`src/rtl/shift_arbiter.sv`:
```
// shift_arbiter: shares one external 32-bit barrel shifter between two
// requesters. A round-robin arbiter latches the winner's operands into
// registered shifter inputs, holds them for SETTLE_CYCLES, captures the
// shifter output and returns it through a valid/ready handshake tagged
// with the owning requester's ID.
module shift_arbiter #(
    parameter int DATA_WIDTH    = 32,
    parameter int SETTLE_CYCLES = 1
) (
    input  logic                  CLK,
    input  logic                  RST,
    input  logic                  req0,
    input  logic [DATA_WIDTH-1:0] d0,
    input  logic [DATA_WIDTH-1:0] s0,
    input  logic                  lnr0,
    output logic                  gnt0,
    input  logic                  req1,
    input  logic [DATA_WIDTH-1:0] d1,
    input  logic [DATA_WIDTH-1:0] s1,
    input  logic                  lnr1,
    output logic                  gnt1,
    output logic [DATA_WIDTH-1:0] sh_d,
    output logic [DATA_WIDTH-1:0] sh_s,
    output logic                  sh_lnr,
    input  logic [DATA_WIDTH-1:0] sh_y,
    output logic [DATA_WIDTH-1:0] res,
    output logic                  res_id,
    output logic                  res_valid,
    input  logic                  res_ready,
    output logic                  busy
);

    typedef enum logic [1:0] {
        ST_IDLE  = 2'd0,
        ST_DRIVE = 2'd1,
        ST_DONE  = 2'd2
    } state_t;

    // Counter reload: the capture happens on the edge where the counter is
    // already zero, so loading N-1 yields exactly N edges of settle time.
    localparam logic [3:0] CNT_LOAD = 4'(SETTLE_CYCLES - 1);

    state_t                  state_q, state_d;
    logic [3:0]              cnt_q, cnt_d;
    logic                    last_id_q, last_id_d;
    logic                    gnt0_q, gnt0_d;
    logic                    gnt1_q, gnt1_d;
    logic [DATA_WIDTH-1:0]   sh_d_q, sh_d_d;
    logic [DATA_WIDTH-1:0]   sh_s_q, sh_s_d;
    logic                    sh_lnr_q, sh_lnr_d;
    logic [DATA_WIDTH-1:0]   res_q, res_d;
    logic                    res_id_q, res_id_d;
    logic                    res_valid_q, res_valid_d;
    logic                    busy_q, busy_d;

    logic                    arb_en_s;
    logic                    win_valid_s;
    logic                    win_id_s;
    logic [DATA_WIDTH-1:0]   win_d_s;
    logic [DATA_WIDTH-1:0]   win_s_s;
    logic                    win_lnr_s;

    // Round-robin arbitration: decide whether this edge may grant and who wins.
    always_comb begin
        arb_en_s    = (state_q == ST_IDLE) || ((state_q == ST_DONE) && res_ready);
        win_valid_s = arb_en_s && (req0 || req1);
        if (req0 && req1) begin
            win_id_s = ~last_id_q;
        end else if (req0) begin
            win_id_s = 1'b0;
        end else begin
            win_id_s = 1'b1;
        end
        if (win_id_s) begin
            win_d_s   = d1;
            win_s_s   = s1;
            win_lnr_s = lnr1;
        end else begin
            win_d_s   = d0;
            win_s_s   = s0;
            win_lnr_s = lnr0;
        end
    end

    // Next-state and next-output logic for the IDLE/DRIVE/DONE controller.
    always_comb begin
        state_d     = state_q;
        cnt_d       = cnt_q;
        last_id_d   = last_id_q;
        gnt0_d      = 1'b0;
        gnt1_d      = 1'b0;
        sh_d_d      = sh_d_q;
        sh_s_d      = sh_s_q;
        sh_lnr_d    = sh_lnr_q;
        res_d       = res_q;
        res_id_d    = res_id_q;
        res_valid_d = res_valid_q;

        case (state_q)
            ST_IDLE: begin
                state_d = ST_IDLE;
            end
            ST_DRIVE: begin
                if (cnt_q != 4'd0) begin
                    cnt_d = cnt_q - 4'd1;
                end else begin
                    res_d       = sh_y;
                    res_id_d    = last_id_q;
                    res_valid_d = 1'b1;
                    state_d     = ST_DONE;
                end
            end
            ST_DONE: begin
                if (res_ready) begin
                    res_valid_d = 1'b0;
                    state_d     = ST_IDLE;
                end else begin
                    res_valid_d = 1'b1;
                end
            end
            default: begin
                state_d = ST_IDLE;
            end
        endcase

        // A win (only possible in IDLE or in DONE being drained) overrides
        // the IDLE fall-through so DONE can go straight back to DRIVE.
        if (win_valid_s) begin
            sh_d_d    = win_d_s;
            sh_s_d    = win_s_s;
            sh_lnr_d  = win_lnr_s;
            gnt0_d    = ~win_id_s;
            gnt1_d    = win_id_s;
            last_id_d = win_id_s;
            cnt_d     = CNT_LOAD;
            state_d   = ST_DRIVE;
        end else begin
            gnt0_d = 1'b0;
            gnt1_d = 1'b0;
        end

        busy_d = (state_d != ST_IDLE);
    end

    // State and output registers; reset aborts any in-flight operation.
    always_ff @(posedge CLK or negedge RST) begin
        if (!RST) begin
            state_q     <= ST_IDLE;
            cnt_q       <= 4'd0;
            last_id_q   <= 1'b1;
            gnt0_q      <= 1'b0;
            gnt1_q      <= 1'b0;
            sh_d_q      <= '0;
            sh_s_q      <= '0;
            sh_lnr_q    <= 1'b0;
            res_q       <= '0;
            res_id_q    <= 1'b0;
            res_valid_q <= 1'b0;
            busy_q      <= 1'b0;
        end else begin
            state_q     <= state_d;
            cnt_q       <= cnt_d;
            last_id_q   <= last_id_d;
            gnt0_q      <= gnt0_d;
            gnt1_q      <= gnt1_d;
            sh_d_q      <= sh_d_d;
            sh_s_q      <= sh_s_d;
            sh_lnr_q    <= sh_lnr_d;
            res_q       <= res_d;
            res_id_q    <= res_id_d;
            res_valid_q <= res_valid_d;
            busy_q      <= busy_d;
        end
    end

    assign gnt0      = gnt0_q;
    assign gnt1      = gnt1_q;
    assign sh_d      = sh_d_q;
    assign sh_s      = sh_s_q;
    assign sh_lnr    = sh_lnr_q;
    assign res       = res_q;
    assign res_id    = res_id_q;
    assign res_valid = res_valid_q;
    assign busy      = busy_q;

endmodule
```
`config.mk`:
```
export PLATFORM = sky130hd
export DESIGN_NAME = shift_arbiter
export DESIGN_NICKNAME = d
export VERILOG_FILES = /design/src/rtl/shift_arbiter.sv
export SDC_FILE = /design/constraint.sdc
export NUM_CORES = 1
export LEC_CHECK = 0
export ABC_AREA = 1
export BUFFER_PORTS_ARGS = -buffer_cell sky130_fd_sc_hd__buf_2
export CORE_MARGIN = 1.5
export CORE_UTILIZATION = 49
export DETAILED_ROUTE_END_ITERATION = 12
export PLACE_DENSITY = 0.86
export SYNTH_ARGS = -nofsm -noshare
export SYNTH_HDL_FRONTEND = slang
export SYNTH_SLANG_ARGS = --single-unit
```
`constraint.sdc`:
```
create_clock -name CLK -period 4.1 [get_ports CLK]
set_input_delay 0.205 -clock CLK [delete_from_list [all_inputs] [get_ports CLK]]
set_output_delay 0.205 -clock CLK [all_outputs]
set_load 0.05 [all_outputs]
```
# Yosys cells after proc, flatten, opt, wreduce, memory -nomap -nowiden
# Index checks and enable logic that the tools add are counted.
[totals]
inputBits = 167
reg_bits = 109
output_inout_bits = 102
[op_classes]
bitwise = 3
mux = 17
n_eq_ne = 3
reduce_logical = 14
n_addsub = 1
[ops]
columns = ["cell", "n"]
rows = [
  ["32-bit two-way mux", 2],
  ["4-bit two-way mux", 3],
  ["2-bit nonzero test", 4],
  ["1-bit two-way mux", 7],
  ["2-bit two-way mux", 3],
  ["2-bit AND reduction", 3],
  ["2-bit case mux with 2 select lines", 1],
  ["4-bit nonzero test", 1],
  ["4-bit by 1-bit subtractor with 4-bit output (second input constant)", 1],
  ["1-bit logical AND", 3],
  ["1-bit NOT", 3],
  ["2-bit by 1-bit equality test with 1-bit output (second input constant)", 1],
  ["2-bit equality test (second input constant)", 1],
  ["2-bit logical NOT", 1],
  ["1-bit logical OR", 2],
  ["2-bit != test (second input constant)", 1],
  ["1-bit case mux with 2 select lines", 1],
]

# Depth between registers and ports, before layout
[logic_depth]
depth_word = 6
ltp_mapped = 10
mapped_depth_nobuf = 8

# Least setup slack after synthesis
# Ideal clock, no wire load.
[synth_path]
kind = "register to register"
startpoint = "reg state_q[0]"
endpoint = "reg sh_d_q[25], in the netlist sh_d[25]"
n_path_buf = 2
arrival_ns = 1.264
t_required_ns = 3.982
setup_time_ns = 0.118
setup_slack_ns = 2.718
path_stages_with_launch = 11
cell_sequence = "dfrtp_1 inv_1 ha_1 nand2_1 nand2_1 o21ai_2 inv_2 buf_4 buf_4 nand2_1 nand2_1"
[synth_via]
elab_chain_cells = 4
word_cells_on_any_way = 5
[synth_rtl]
columns = ["element", "line_no", "source"]
rows = [
  ["start: declaration", "43", "state_t state_q, state_d;"],
  ["start signal: assignment", "161", "state_q <= state_d;"],
  ["2-bit equality test", "65", "arb_en_s = (state_q == ST_IDLE) || ((state_q == ST_DONE) && res_ready);"],
  ["1-bit logical AND", "65", ""],
  ["1-bit logical OR (*)", "65", ""],
  ["1-bit logical AND (*)", "66", "win_valid_s = arb_en_s && (req0 || req1);"],
  ["end signal: assignment", "153", "sh_d_q <= '0;"],
  ["end signal: assignment", "166", "sh_d_q <= sh_d_d;"],
  ["end: declaration", "48", "logic [DATA_WIDTH-1:0] sh_d_q, sh_d_d;"],
]
# Every way passes the cells marked *; elsewhere a longest branch is shown, timed or not.
# A chain may end at the register's enable or synchronous reset.

# Worst setup path after layout
[layout_path]
startpoint = "reg cnt_q[0]"
endpoint = "reg res_q[11], in the netlist res[11]"
[layout_via]
elab_chain_cells = 3
[layout_rtl]
columns = ["element", "line_no", "source"]
rows = [
  ["start: declaration", "44", "logic [3:0] cnt_q, cnt_d;"],
  ["start signal: assignment", "162", "cnt_q <= cnt_d;"],
  ["4-bit nonzero test", "104", "if (cnt_q != 4'd0) begin"],
  ["1-bit NOT (no source line)", "--", ""],
  ["2-bit AND reduction (no source line)", "--", ""],
  ["end signal: assignment", "169", "res_q <= res_d;"],
  ["end: declaration", "51", "logic [DATA_WIDTH-1:0] res_q, res_d;"],
]
# No other way between the ends.

==> key figures <==
Run status
  • Failing checks: negative hold slack
  • Status: finished, violations left

Routing
  • DRT antenna net count: 0
  • 1st-pass router iterations: 5
  • Vias post-DR: 5,254
  • Drt wl/cell: 12.8 um
  • DRT Wirelength: 13,900 um
  • Via density per instance: 4.84
  • 1st-iter DRT viols: 313
  • DR DRC count: 0

Run
  • Max-cap violation count: 0

Timing
  • Setup TNS: 0 ps
  • Top achievable clock speed: 0.435 GHz
  • Finish-stage setup viols: 0
  • Final Max Tran Viols: 0
  • RSZ-0062 raised after global routing: no
  • Slew margin rel.: 0.197
  • Final worst setup slack: 1800 ps
  • Tmin final: 2300 ps
  • Worst-margin pin slew: 1200 ps
  • Clock Skew: 19.0 ps
  • Final worst-path cycle share: 0.561
  • Final hold viol count: 2
  • Worst hold slack: -8.42 ps

Pwr
  • P_sw: 3.41 mW
  • Clock power share: 0.120
  • Logic pwr share: 0.580
  • Tot Pwr: 6.09 mW
  • Sw Ratio: 0.561
  • Lkg Pwr: 4.20 nW
  • IR Drop Worst-Case VDD: 475 uV
  • P_int: 2.67 mW
  • Reg power frac: 0.300
  • PD cells: 903 mW/mm^2

Worst setup path
  • Worst Path Required: 4400 ps
  • Crit path arrival time: 2600 ps
  • Reg-to-Reg Start: cnt_q[0]
  • Crit path max fanout: 37
  • CP endpoint kind: flop
  • Worst Path Class, Setup: flop to flop
  • Startpoint Class: flop
  • CP Launch Point: cnt_q[0]

Floorplanning
  • IO Pins: 269
  • Die width: 106 um
  • Die Area: 0.0112 mm^2
  • Die Y: 106 um
  • Initial Util: 0.504
  • Row cnt: 37
  • Core area: 0.0103 mm^2

Clock network
  • Clk sinks: 109
  • Post-CTS Resized: 0
  • CTS max path bufs: 2
  • CTS tree: done
  • Setup bufs post-CTS: 0
  • Clock root cell: clkbuf_8
  • H-tree Lvls: 3
  • CTS Buf Count: 9
  • Worst skew pair latency: 360 ps
  • Hold_buf cts: 0
  • Clock transition at path regs: 110 ps

Layout
  • Commonest non-fill, non-tap cell in the layout: nand2_1
  • Share of layout cells above drive strength 1: 0.311
  • Post-layout util: 0.656
  • Number of fill cells: 933
  • Ant diodes: 0
  • Area occupied by multi-input gates: 0.00219 mm^2
  • Most frequent cells in the layout: nand2_1 (444), buf_2 (267), dfrtp_1 (108)
  • Post-route design area: 0.00674 mm^2
  • Reg area: 0.00273 mm^2
  • Synth-to-layout area growth: 30.1%
  • Non-Filler Instances: 1,085
  • Nets: 1,116

Synthesis
  • Syn Std Cell Area: 0.00518 mm^2
  • Yosys warns: 0
  • Register area share after synthesis: 0.526
  • Syn Inst Count: 703
  • Yosys cell types: 17
  • Syn nets: 875
  • Yosys reg bits: 109
  • Syn avg cell area: 7.37 um^2

Placed design
  • Routability cong.: 0.808
  • HPWL Detailed: 9880 um
  • DP Area: 0.00652 mm^2
  • Total instance count after detailed placement: 1,069
  • # port buffers: 268
  • Setup WS pre-CTS: 1800 ps

GRT
  • Total grt overflow: 0
  • Largest net degree at the start of global routing: 83
  • Antenna violations before repair: 0
  • GRT Util Overall: 0.249
  • Vias in the first global route: 4,852
  • First-pass GRT wire length: 22,400 um

Min path
  • HP Class: input port to async pin
## state kept, by name, indices dropped and copies added, names as in the netlist, 2 cells and up
signal / cells
sh_s: 32
state_q: 2
cnt_q: 4
res: 32
sh_d: 32
## metal layers
layer	track usage	vias to the layer above	wire length [um]
met3	0.0519	22	1120
met5	0	-	0
met1	0.314	2367	5690
met2	0.428	231	6780
met4	0.0763	0	277
li1	-	2634	-
## power groups by stage
stage / clock network [mW] / registers, mW / logic, mW
finish: 0.732 / 1.83 / 3.53
floorplan: 0 / 3.52 / 1.03
global route: 0.789 / 1.88 / 3.78
detailed placement: 0 / 1.84 / 3.56
global placement: 0 / 1.83 / 3.51
CTS: 0.746 / 1.82 / 3.56
## cell families after synthesis
logic type               synth area share
AO/OA/AOI/OAI                     0.00652
XOR/XNOR                          0.00169
adder cells (fa/ha/maj)            0.0121
buffers and inverters              0.0536
flip-flops                          0.526
AND/OR/NAND/NOR                     0.400
## Yosys cell counts
master,n,area (um^2)
nand3b_1,1,7.51
inv_1,12,45.0
nand3_1,70,350
ha_1,5,62.6
dfstp_2,1,26.3
inv_2,2,7.51
nor2_1,8,30.0
buf_4,10,75.1
nand2_1,446,1670
o21ai_2,1,8.76
xor2_1,1,8.76
dfrtp_1,108,2700
clkbuf_1,8,30.0
o21ai_0,4,20.0
a21oi_1,1,5.00
buf_2,24,120
nand3_2,1,10.0
## worst max-delay path, cell delays in order (launching register included)
cell     delay, ps
dfrtp_1        390
inv_1          130
ha_1           200
nand3_2        580
inv_2          700
nand2_1        140
nand2_1         90
## layout make-up
type,count,area share
flip-flops and latches,109,0.405
multi-input cells,538,0.325
repair buffers,272,0.204
well taps,136,0.0252
clock buffers,9,0.0184
clock inverters,7,0.0152
inverters,14,0.00780
## final timing paths
kind                       endpoint  depth (start not counted)  slack, ps
max                         res[11]                          6       1800
min                          res[0]                          1         -8
max reg2reg                 res[11]                          6       1800
min reg2reg                  sh_lnr                          2        480
max in group asynchronous   sh_d[8]                          2       3130
min in group CLK            res[24]                          3         30
Power figures use the tool's default switching activity.
